[config.mk]
export PLATFORM = sky130hd
export DESIGN_NAME = ece429_operand_bypass_flat
export DESIGN_NICKNAME = d
export VERILOG_FILES = /design/src/rtl/ece429_operand_bypass_if.sv /design/src/rtl/ece429_operand_bypass.sv /design/src/flat_wrapper.sv
export SDC_FILE = /design/constraint.sdc
export NUM_CORES = 1
export LEC_CHECK = 0
export ABC_AREA = 1
export BUFFER_PORTS_ARGS = -buffer_cell sky130_fd_sc_hd__buf_2
export CELL_PAD_IN_SITES_DETAIL_PLACEMENT = 0
export CELL_PAD_IN_SITES_GLOBAL_PLACEMENT = 2
export CORE_AREA = 2 2 167 169
export CTS_CLUSTER_SIZE = 10
export DETAILED_ROUTE_END_ITERATION = 7
export DIE_AREA = 0 0 169 171
export PLACE_DENSITY = 0.83
export SETUP_SLACK_MARGIN = 0.2
export SLEW_MARGIN = 40
export SYNTH_ARGS = -nofsm -noshare
export SYNTH_HDL_FRONTEND = slang
export SYNTH_SLANG_ARGS = --single-unit
[constraint.sdc]
create_clock -name clock -period 1.93 [get_ports clock]
set_input_delay 0.2895 -clock clock [delete_from_list [all_inputs] [get_ports clock]]
set_output_delay 0.2895 -clock clock [all_outputs]
set_load 0.005 [all_outputs]
[src/rtl/ece429_operand_bypass_if.sv]
// ece429_operand_bypass_if: decode, regfile and result buses around the operand bypass stage
interface ece429_operand_bypass_if #(
  parameter int DATA_W = 32,
  parameter int IDX_W  = 5
);
  logic              id_valid;
  logic [IDX_W-1:0]  id_rs;
  logic [IDX_W-1:0]  id_rt;
  logic              id_use_rs;
  logic              id_use_rt;
  logic [IDX_W-1:0]  id_dest;
  logic              id_we;
  logic              id_load;
  logic [DATA_W-1:0] rf_rs_data;
  logic [DATA_W-1:0] rf_rt_data;
  logic [DATA_W-1:0] ex_result;
  logic [DATA_W-1:0] mem_result;
  logic [DATA_W-1:0] wb_result;
  logic              flush;
  logic              id_stall;
  logic              ex_valid;
  logic [DATA_W-1:0] ex_rs_val;
  logic [DATA_W-1:0] ex_rt_val;
  logic [IDX_W-1:0]  ex_dest;
  logic              ex_we;
  logic              ex_load;
  logic [IDX_W-1:0]  rf_wr_idx;
  logic              rf_wr_en;

  modport master (
    output id_valid, id_rs, id_rt, id_use_rs, id_use_rt, id_dest, id_we, id_load,
    output rf_rs_data, rf_rt_data, ex_result, mem_result, wb_result, flush,
    input  id_stall, ex_valid, ex_rs_val, ex_rt_val, ex_dest, ex_we, ex_load,
    input  rf_wr_idx, rf_wr_en
  );

  modport slave (
    input  id_valid, id_rs, id_rt, id_use_rs, id_use_rt, id_dest, id_we, id_load,
    input  rf_rs_data, rf_rt_data, ex_result, mem_result, wb_result, flush,
    output id_stall, ex_valid, ex_rs_val, ex_rt_val, ex_dest, ex_we, ex_load,
    output rf_wr_idx, rf_wr_en
  );
endinterface

[src/rtl/ece429_operand_bypass.sv]
// ece429_operand_bypass: decode-to-execute operand stage with EX/MEM/WB forwarding and load-use stall
module ece429_operand_bypass #(
  parameter int DATA_W = 32,
  parameter int IDX_W  = 5
) (
  input logic clock,
  input logic reset_n,
  ece429_operand_bypass_if.slave bus
);
  typedef struct packed {
    logic             valid;
    logic [IDX_W-1:0] dest;
    logic             we;
    logic             load;
  } slot_t;

  // Past EX only "does it write" and the destination matter, so MEM/WB keep a reduced tag.
  typedef struct packed {
    logic             wr;
    logic [IDX_W-1:0] dest;
  } tag_t;

  slot_t             exSlot, nextSlot;
  tag_t              memTag, wbTag;
  logic [DATA_W-1:0] rsVal, rtVal, rsFwd, rtFwd;
  logic              exWrites, rsEx, rsMem, rsWb, rtEx, rtMem, rtWb, stall, accept;

  function automatic logic hit(input logic wr, input logic [IDX_W-1:0] dest,
                               input logic en, input logic [IDX_W-1:0] idx);
    return en && wr && (dest == idx);
  endfunction

  always_comb begin
    exWrites = exSlot.valid && exSlot.we && (exSlot.dest != '0);
    rsEx     = hit(exWrites, exSlot.dest, bus.id_use_rs, bus.id_rs);
    rsMem    = hit(memTag.wr, memTag.dest, bus.id_use_rs, bus.id_rs);
    rsWb     = hit(wbTag.wr, wbTag.dest, bus.id_use_rs, bus.id_rs);
    rtEx     = hit(exWrites, exSlot.dest, bus.id_use_rt, bus.id_rt);
    rtMem    = hit(memTag.wr, memTag.dest, bus.id_use_rt, bus.id_rt);
    rtWb     = hit(wbTag.wr, wbTag.dest, bus.id_use_rt, bus.id_rt);
    rsFwd    = (bus.id_rs == '0) ? '0 : rsEx ? bus.ex_result : rsMem ? bus.mem_result :
               rsWb ? bus.wb_result : bus.rf_rs_data;
    rtFwd    = (bus.id_rt == '0) ? '0 : rtEx ? bus.ex_result : rtMem ? bus.mem_result :
               rtWb ? bus.wb_result : bus.rf_rt_data;
    // A load in EX has no data yet; one bubble moves it to MEM where it forwards normally.
    stall    = bus.id_valid && !bus.flush && exWrites && exSlot.load && (rsEx || rtEx);
    accept   = bus.id_valid && !stall && !bus.flush;
    nextSlot = accept ? {1'b1, bus.id_dest, bus.id_we, bus.id_load} : '0;
  end

  always_ff @(posedge clock or negedge reset_n) begin
    if (!reset_n) begin
      exSlot <= '0;
      memTag <= '0;
      wbTag  <= '0;
      rsVal  <= '0;
      rtVal  <= '0;
    end else begin
      exSlot <= nextSlot;
      memTag <= {exWrites, exSlot.dest};
      wbTag  <= memTag;
      if (accept) begin
        rsVal <= rsFwd;
        rtVal <= rtFwd;
      end
    end
  end

  assign bus.id_stall  = stall;
  assign bus.ex_valid  = exSlot.valid;
  assign bus.ex_dest   = exSlot.dest;
  assign bus.ex_we     = exSlot.we;
  assign bus.ex_load   = exSlot.load;
  assign bus.ex_rs_val = rsVal;
  assign bus.ex_rt_val = rtVal;
  assign bus.rf_wr_idx = wbTag.dest;
  assign bus.rf_wr_en  = wbTag.wr;
endmodule
[src/flat_wrapper.sv]
// flat-port wrapper written by rule: the top's interface ports become plain ports
module ece429_operand_bypass_flat 
#(
  parameter int DATA_W = 32,
  parameter int IDX_W  = 5
)
  (clock, reset_n, bus_id_valid, bus_id_rs, bus_id_rt, bus_id_use_rs, bus_id_use_rt, bus_id_dest, bus_id_we, bus_id_load, bus_rf_rs_data, bus_rf_rt_data, bus_ex_result, bus_mem_result, bus_wb_result, bus_flush, bus_id_stall, bus_ex_valid, bus_ex_rs_val, bus_ex_rt_val, bus_ex_dest, bus_ex_we, bus_ex_load, bus_rf_wr_idx, bus_rf_wr_en);
  ece429_operand_bypass_if #(.DATA_W(DATA_W), .IDX_W(IDX_W)) bus_i ();
  input logic clock;
  input logic reset_n;
  input wire logic [$bits(bus_i.id_valid)-1:0] bus_id_valid;
  input wire logic [$bits(bus_i.id_rs)-1:0] bus_id_rs;
  input wire logic [$bits(bus_i.id_rt)-1:0] bus_id_rt;
  input wire logic [$bits(bus_i.id_use_rs)-1:0] bus_id_use_rs;
  input wire logic [$bits(bus_i.id_use_rt)-1:0] bus_id_use_rt;
  input wire logic [$bits(bus_i.id_dest)-1:0] bus_id_dest;
  input wire logic [$bits(bus_i.id_we)-1:0] bus_id_we;
  input wire logic [$bits(bus_i.id_load)-1:0] bus_id_load;
  input wire logic [$bits(bus_i.rf_rs_data)-1:0] bus_rf_rs_data;
  input wire logic [$bits(bus_i.rf_rt_data)-1:0] bus_rf_rt_data;
  input wire logic [$bits(bus_i.ex_result)-1:0] bus_ex_result;
  input wire logic [$bits(bus_i.mem_result)-1:0] bus_mem_result;
  input wire logic [$bits(bus_i.wb_result)-1:0] bus_wb_result;
  input wire logic [$bits(bus_i.flush)-1:0] bus_flush;
  output wire logic [$bits(bus_i.id_stall)-1:0] bus_id_stall;
  output wire logic [$bits(bus_i.ex_valid)-1:0] bus_ex_valid;
  output wire logic [$bits(bus_i.ex_rs_val)-1:0] bus_ex_rs_val;
  output wire logic [$bits(bus_i.ex_rt_val)-1:0] bus_ex_rt_val;
  output wire logic [$bits(bus_i.ex_dest)-1:0] bus_ex_dest;
  output wire logic [$bits(bus_i.ex_we)-1:0] bus_ex_we;
  output wire logic [$bits(bus_i.ex_load)-1:0] bus_ex_load;
  output wire logic [$bits(bus_i.rf_wr_idx)-1:0] bus_rf_wr_idx;
  output wire logic [$bits(bus_i.rf_wr_en)-1:0] bus_rf_wr_en;
  assign bus_i.id_valid = bus_id_valid;
  assign bus_i.id_rs = bus_id_rs;
  assign bus_i.id_rt = bus_id_rt;
  assign bus_i.id_use_rs = bus_id_use_rs;
  assign bus_i.id_use_rt = bus_id_use_rt;
  assign bus_i.id_dest = bus_id_dest;
  assign bus_i.id_we = bus_id_we;
  assign bus_i.id_load = bus_id_load;
  assign bus_i.rf_rs_data = bus_rf_rs_data;
  assign bus_i.rf_rt_data = bus_rf_rt_data;
  assign bus_i.ex_result = bus_ex_result;
  assign bus_i.mem_result = bus_mem_result;
  assign bus_i.wb_result = bus_wb_result;
  assign bus_i.flush = bus_flush;
  assign bus_id_stall = bus_i.id_stall;
  assign bus_ex_valid = bus_i.ex_valid;
  assign bus_ex_rs_val = bus_i.ex_rs_val;
  assign bus_ex_rt_val = bus_i.ex_rt_val;
  assign bus_ex_dest = bus_i.ex_dest;
  assign bus_ex_we = bus_i.ex_we;
  assign bus_ex_load = bus_i.ex_load;
  assign bus_rf_wr_idx = bus_i.rf_wr_idx;
  assign bus_rf_wr_en = bus_i.rf_wr_en;
  ece429_operand_bypass #(.DATA_W(DATA_W), .IDX_W(IDX_W)) u_core (.clock(clock), .reset_n(reset_n), .bus(bus_i));
endmodule
==> metrics, run 1 <==
drt wl/cell 19.2 um; Sink Count 84; pin count of the biggest net entering global routing 44; Worst Path Required around 1.6 ns; layout cell share with drive strength beyond 1 a little under two fifths; asr flop ratio synth 100%; setup TNS -0.180 ns; multi-input logic area 0.00401 mm2; power share of the clock group 34.6%; Worst-Margin Slew 0.428 ns; Cells after Synth 1110; Seq cells post-synth 84; Util after Layout about two fifths; clock slew at reported path FFs 0.07 ns; fillcell total 3014; post-route ant nets 0; Die Y 171 um; hold crit path type in2reg; RSZ-0062 raised after global routing yes; die area 0.0289 mm2; I/O pins 262; Port Buf Inserts 261; Net Sw Power 1.79 mW; hold slack 0.143 ns; DPL Wire Length 23000 um; top-count cell post-synth nand2_1; diode count 0; Pleak 6.04 nW; sequential power share between 30% and 40%; switching part of the total about a third; Crit path arrival time 1.71 ns; synth warn 0; Final Max Tran Viols 0; status finished, violations left; via count 8604; register area 0.00211 mm2; Placement Cell Area 0.00870 mm2; first-pass GRT wire length 48900 um; Clock Tree Buf Depth 2; EDFF count, synth 0; initial core utilization 23.4%; core area 0.0273 mm2; Synth area leader dfrtp_1; Syn Std Cell Area 0.00641 mm2; failing checks setup timing; fin crit share 103%; DRC viols 0; Starting DRT DRC Count 563; Finished Cell Area 0.0104 mm2; Seq/Total Area, Yosys 32.8%; area grow syn2layout 63.0%; crit path kind reg2out; Syn Nets 1293; Place WS -0.0686 ns; DRT Pass-1 Iters 5; Mean Syn Cell Area approximately 5.8 um2; CTS tree done; PnR worst setup slack -0.0668 ns; Synth Flop Type dfrtp_1; min Tclk post-route 2.00 ns; placed cells around 1700; Final Setup Violations 16; max-cap viol count 0; initial antenna violation count 2; Avg Vias per Cell ~4.8; Clock Latency Late Sink 0.35 ns; combinational power share 27.0%; Rows just over 60; internal power ~3.6 mW; vias in the first global route 8407; Yosys top cell area share between 30 and 40%; Design Power 5.42 mW; commonest cells in the netlist nand2_1 (345), nor2_1 (229), inv_1 (164); # nets final 1627; total global-route track usage 22.3%; Power Density ~520 mW/mm2; Worst setup SP type flop; root buffer cell clkbuf_16; final hold vios 0; Cell variety after synth 21; Slew headroom 71.3%; final WL between 30000 and 40000 um; Peak supply drop about 0.31 mV; Final Wtd Congestion 0.909; Finished Layout Cells 1795; Num CTS Buffers 9; Worst Setup End Kind output pin; top post-synthesis cells by area dfrtp_1 (33%), nand2_1 (20%), nor2_1 (13%), inv_1 (9.6%), nand4_1 (6.4%); worst-path maximum fanout 4; Worst Skew 0.0107 ns; GRT overflow 0; H-tree Lvls 3; DIE WIDTH 169 um; Fmax achieved roughly 500 MHz
placed cells by master (no fill, tap or decap), types with 8 or more instances in the layout:
cell       synthesis  layout
buf_2             22     259
a21oi_2            0      40
nand3_1           72      68
clkbuf_16          0      16
buf_12             0      25
inv_2              7      13
nor2_4             1      42
buf_4              0      59
nand2_1          345     329
dfrtp_1           84      81
a21oi_1           64      24
nand2_2            3      11
buf_6              4      24
inv_1            164     158
nor2_2             4      30
nor2_1           229     162
buf_16             0       8
nand4_1           66      66
final cells by class:
| class | instances | share of cell area [%] |
|---|---|---|
| clock inverters | 7 | 0.779 |
| multi-input cells | 793 | 38.4 |
| well taps | 346 | 4.15 |
| inverters | 171 | 6.15 |
| repair buffers | 385 | 28.2 |
| flip-flops and latches | 84 | 20.2 |
| clock buffers | 9 | 2.16 |
per-layer routing:
| metal | global-route usage [%] | wire (um) | vias to the layer above | part of all wire [%] |
|---|---|---|---|---|
| met1 | 29.2 | 15100 | 4080 | 44 |
| li1 | - | - | 4080 | - |
| met2 | 38.2 | 16500 | 386 | 48 |
| met4 | 6.06 | 704 | 4 | 2.0 |
| met3 | 3.54 | 2120 | 54 | 6.2 |
| met5 | 0 | 26 | - | 0.075 |
what timing repair did:
item                                    CTS  global route
setup buffers                            18             9
endpoints found under the hold margin    26             0
endpoints found under the setup margin   73            73
hold buffers                              1             0
gates resized for setup                 139            82
pin swaps                               102            34
cloned                                    8             9
worst max-delay path, cell delays in order, from the launching register on:
cell and delay, ns:
dfrtp_2 0.45, buf_6 0.13, nand2_4 0.05, nand4_1 0.11, nor2_2 0.16, nand2_2 0.08
nand2_2 0.08, nand2_4 0.05, buf_6 0.11, inv_2 0.04, buf_6 0.09
power by group through the flow:
stage	combinational (mW)	sequential, mW	clock, mW
4_1_cts	1.35	2.08	1.93
2_1_floorplan	0.494	2.10	0
6_report	1.46	2.08	1.88
3_5_place_dp	1.28	2.11	0
5_1_grt	1.60	2.10	2.00
3_3_place_gp	1.26	2.11	0
cells by family (layout without fill, tap and decap cells):
family | count (synthesis) | after routing | share of synthesized area, %
flip-flops | 84 | 84 | 32.8
AO/OA/AOI/OAI | 67 | 67 | 5.31
AND/OR/NAND/NOR | 724 | 724 | 47.1
buffers and inverters | 233 | 572 | 14.6
XOR/XNOR | 2 | 2 | 0.273
registers in the layout (all words and copies together) (netlist names):
name,cells
u_core.bus.ex_rt_val,32
u_core.bus.ex_dest,5
u_core.bus.ex_load,1
u_core.bus.rf_wr_en,1
u_core.bus.ex_valid,1
u_core.memTag,6
u_core.bus.ex_rs_val,32
u_core.bus.ex_we,1
u_core.bus.rf_wr_idx,5
final timing paths:
check                                       from                        to  slack, ns  cells after the start
max in group asynchronous                reset_n     u_core.bus.ex_dest[2]       0.90                      3
max reg2reg                u_core.bus.ex_dest[2]   u_core.bus.ex_rs_val[1]      -0.02                     14
min                                    bus_id_we          u_core.bus.ex_we       0.14                      3
min in group asynchronous                reset_n  u_core.bus.ex_rs_val[10]       0.41                      2
min reg2reg                     u_core.memTag[2]   u_core.bus.rf_wr_idx[2]       0.41                      0
max                        u_core.bus.ex_dest[2]              bus_id_stall      -0.07                     10
Note: power is estimated with default switching activity, not from simulation.
==> run 2, diff against run 1 <==
clock period = 1.9 ns   (was 1.93 ns; I/O delays follow)
==> run 2 against run 1 <==
  * The run still ends with setup timing left
  * Clock skew about the same
  * Total power is 1.2% higher
  * Worst setup slack worse by 0.053 ns
  * Flip-flop and latch count unchanged
  * Combinational power up 4%
  * Non-clock buffer count unchanged
  * Critical path depth grew 6
  * Critical endpoint is now u_core.bus.ex_rs_val[3]
==> metrics, run 2 (synthesized netlist as in run 1, its figures left out) <==
Fmax achieved 495 MHz; Sink Count 84 (unchanged); fin crit share 106%; RSZ-0062 raised after global routing yes; clock slew at reported path FFs 0.07 ns (about the same); Design Power 5.48 mW (+1.2%); Slew headroom 61.5% (-9.8 points); Starting DRT DRC Count 681 (+21%); Port Buf Inserts 261 (unchanged); crit path kind reg2reg; Final Wtd Congestion 0.902 (-0.73%); hold crit path type in2reg; DRC viols 0 (unchanged); Clock Latency Late Sink 0.35 ns (about the same); Pleak 6.02 nW (-0.39%); min Tclk post-route 2.02 ns; Worst setup SP type flop; I/O pins 262 (unchanged); final hold vios 0 (unchanged); Worst-Margin Slew 0.577 ns (+0.150 ns); drt wl/cell 18.7 um (-2.6%); DRT Pass-1 Iters 5 (unchanged); most frequent cells in the layout nand2_1 (294), buf_2 (260), nor2_1 (212); fillcell total 3019 (+0.17%); DPL Wire Length 23000 um (+0.17%); status finished, violations left; Avg Vias per Cell 4.73 (-1.4%); Worst Setup End Kind flop; Rows 61 (unchanged); Final Max Tran Viols 0 (unchanged); commonest non-fill, non-tap cell in the layout nand2_1; met1 Resource Use GR 29.5% (+0.22 points); H-tree Lvls 3 (unchanged); Worst Skew 0.0103 ns (-0.000362 ns); met3 global-route usage 3.93% (+0.39 points); initial antenna violation count 2 (unchanged); Crit path arrival time 2.31 ns (+0.60 ns); final WL 33600 um (-2.6%); max-cap viol count 0 (unchanged); Clock Tree Buf Depth 2 (unchanged); GRT overflow 0 (unchanged); Final Setup Violations 56 (+40); core area 0.0273 mm2 (unchanged); # nets final 1627 (unchanged); PnR worst setup slack -0.120 ns (-0.0530 ns); vias in the first global route 8586 (+2.1%); Power Density 541 mW/mm2 (+4.2%); layout cell share with drive strength beyond 1 34.8% (-3.5 points); worst-path maximum fanout 10 (+6); die area 0.0289 mm2 (unchanged); Worst Path Required 2.19 ns (+0.55 ns); hold slack 0.127 ns (-0.0162 ns); M2 GR Usage 37.7% (-0.41 points); grt peak-use layer met2; first-pass GRT wire length 49300 um (+0.76%); failing checks setup timing; DIE WIDTH 169 um (unchanged); Num CTS Buffers 9 (unchanged); via count 8492 (-1.3%); area grow syn2layout 58.2%; CTS tree done; initial core utilization 23.4% (unchanged); pin count of the biggest net entering global routing 41 (-6.8%); post-route ant nets 0 (unchanged); Die Y 171 um (unchanged); total global-route track usage 22.6% (+0.27 points); root buffer cell clkbuf_16; Peak supply drop 0.326 mV (+5.9%)
[run 2: cell types whose count changed in the layout (fill, tap and decap cells not counted), sizes merged]
| cell | delta |
|---|---|
| clkbuf | -2 |
| inv | -3 |
| clkinv | +1 |
| bufbuf | +2 |
| clkinvlp | +1 |
| diode | +1 |
| buf | +1 |
[run 2: layout make-up]
class	instances	area [um2]	area share, %
multi-input cells	793	3740	36.9
repair buffers	385	2920	28.8
well taps	346	433	4.27
inverters	171	642	6.33
flip-flops and latches	84	2100	20.8
clock buffers	10	239	2.36
clock inverters	6	61.3	0.605
diodes	1	2.50	0.0247
[run 2: worst max-delay path: stages (launching register included)]
cell and delay (ns):
dfrtp_2 0.45, buf_4 0.16, nor2_4 0.07, nand3_2 0.08, nand2_4 0.10, nor2_2 0.05
nand2_2 0.07, nand2_2 0.07, nand2_4 0.07, buf_6 0.11, nand2_8 0.07, buf_12 0.13
nor2_4 0.09, buf_12 0.16, buf_12 0.15, nand2_1 0.06, nand2_1 0.07
[run 2: path summary, 6_finish.rpt]
path	cells after the start	startpoint	slack [ns]	end
worst max-delay path	16	u_core.bus.ex_dest[1]	-0.12	u_core.bus.ex_rs_val[3]
worst min-delay path	3	bus_id_dest[1]	0.13	u_core.bus.ex_dest[1]
worst max register to register	16	u_core.bus.ex_dest[1]	-0.12	u_core.bus.ex_rs_val[3]
worst min register to register	0	u_core.memTag[2]	0.42	u_core.bus.rf_wr_idx[2]
max in group asynchronous	3	reset_n	0.85	u_core.bus.ex_rt_val[11]
min in group asynchronous	2	reset_n	0.48	u_core.bus.ex_rs_val[7]
[run 2: stage by stage]
| stage | utilization, % | setup slack [ns] | cell area (um2) | cells | setup TNS, ns |
|---|---|---|---|---|---|
| 2_1_floorplan | - | 0.290 | 6410 | 1110 | 0 |
| 3_3_place_gp | 31.8 | -0.239 | 8680 | 1732 | -12.40 |
| 3_5_place_dp | 31.9 | -0.216 | 8730 | 1735 | -9.01 |
| 4_1_cts | 35.5 | -0.138 | 9700 | 1782 | -4.62 |
| 5_1_grt | 37.1 | -0.237 | 10100 | 1795 | -12.09 |
| 6_report | 37.1 | -0.120 | 10100 | 1796 | -5.37 |
[run 2: report_power, final]
group          internal [mW]  switching (mW)
logic                  0.694           0.831
clock network           1.05           0.792
registers               1.98           0.134
[run 2: repair_timing]
action,4_1_cts,5_1_grt
hold buffers,1,0
endpoints found under the setup margin,73,73
buffers inserted,21,8
endpoints found under the hold margin,36,0
gates resized for setup,52,86
cloned,9,5
pin swaps,23,27
[run 2: routing by layer]
metal	part of all wire, %	wire (um)
met5	0.071	24
met4	2.5	857
met3	6.6	2210
met2	47	15900
met1	44	14600
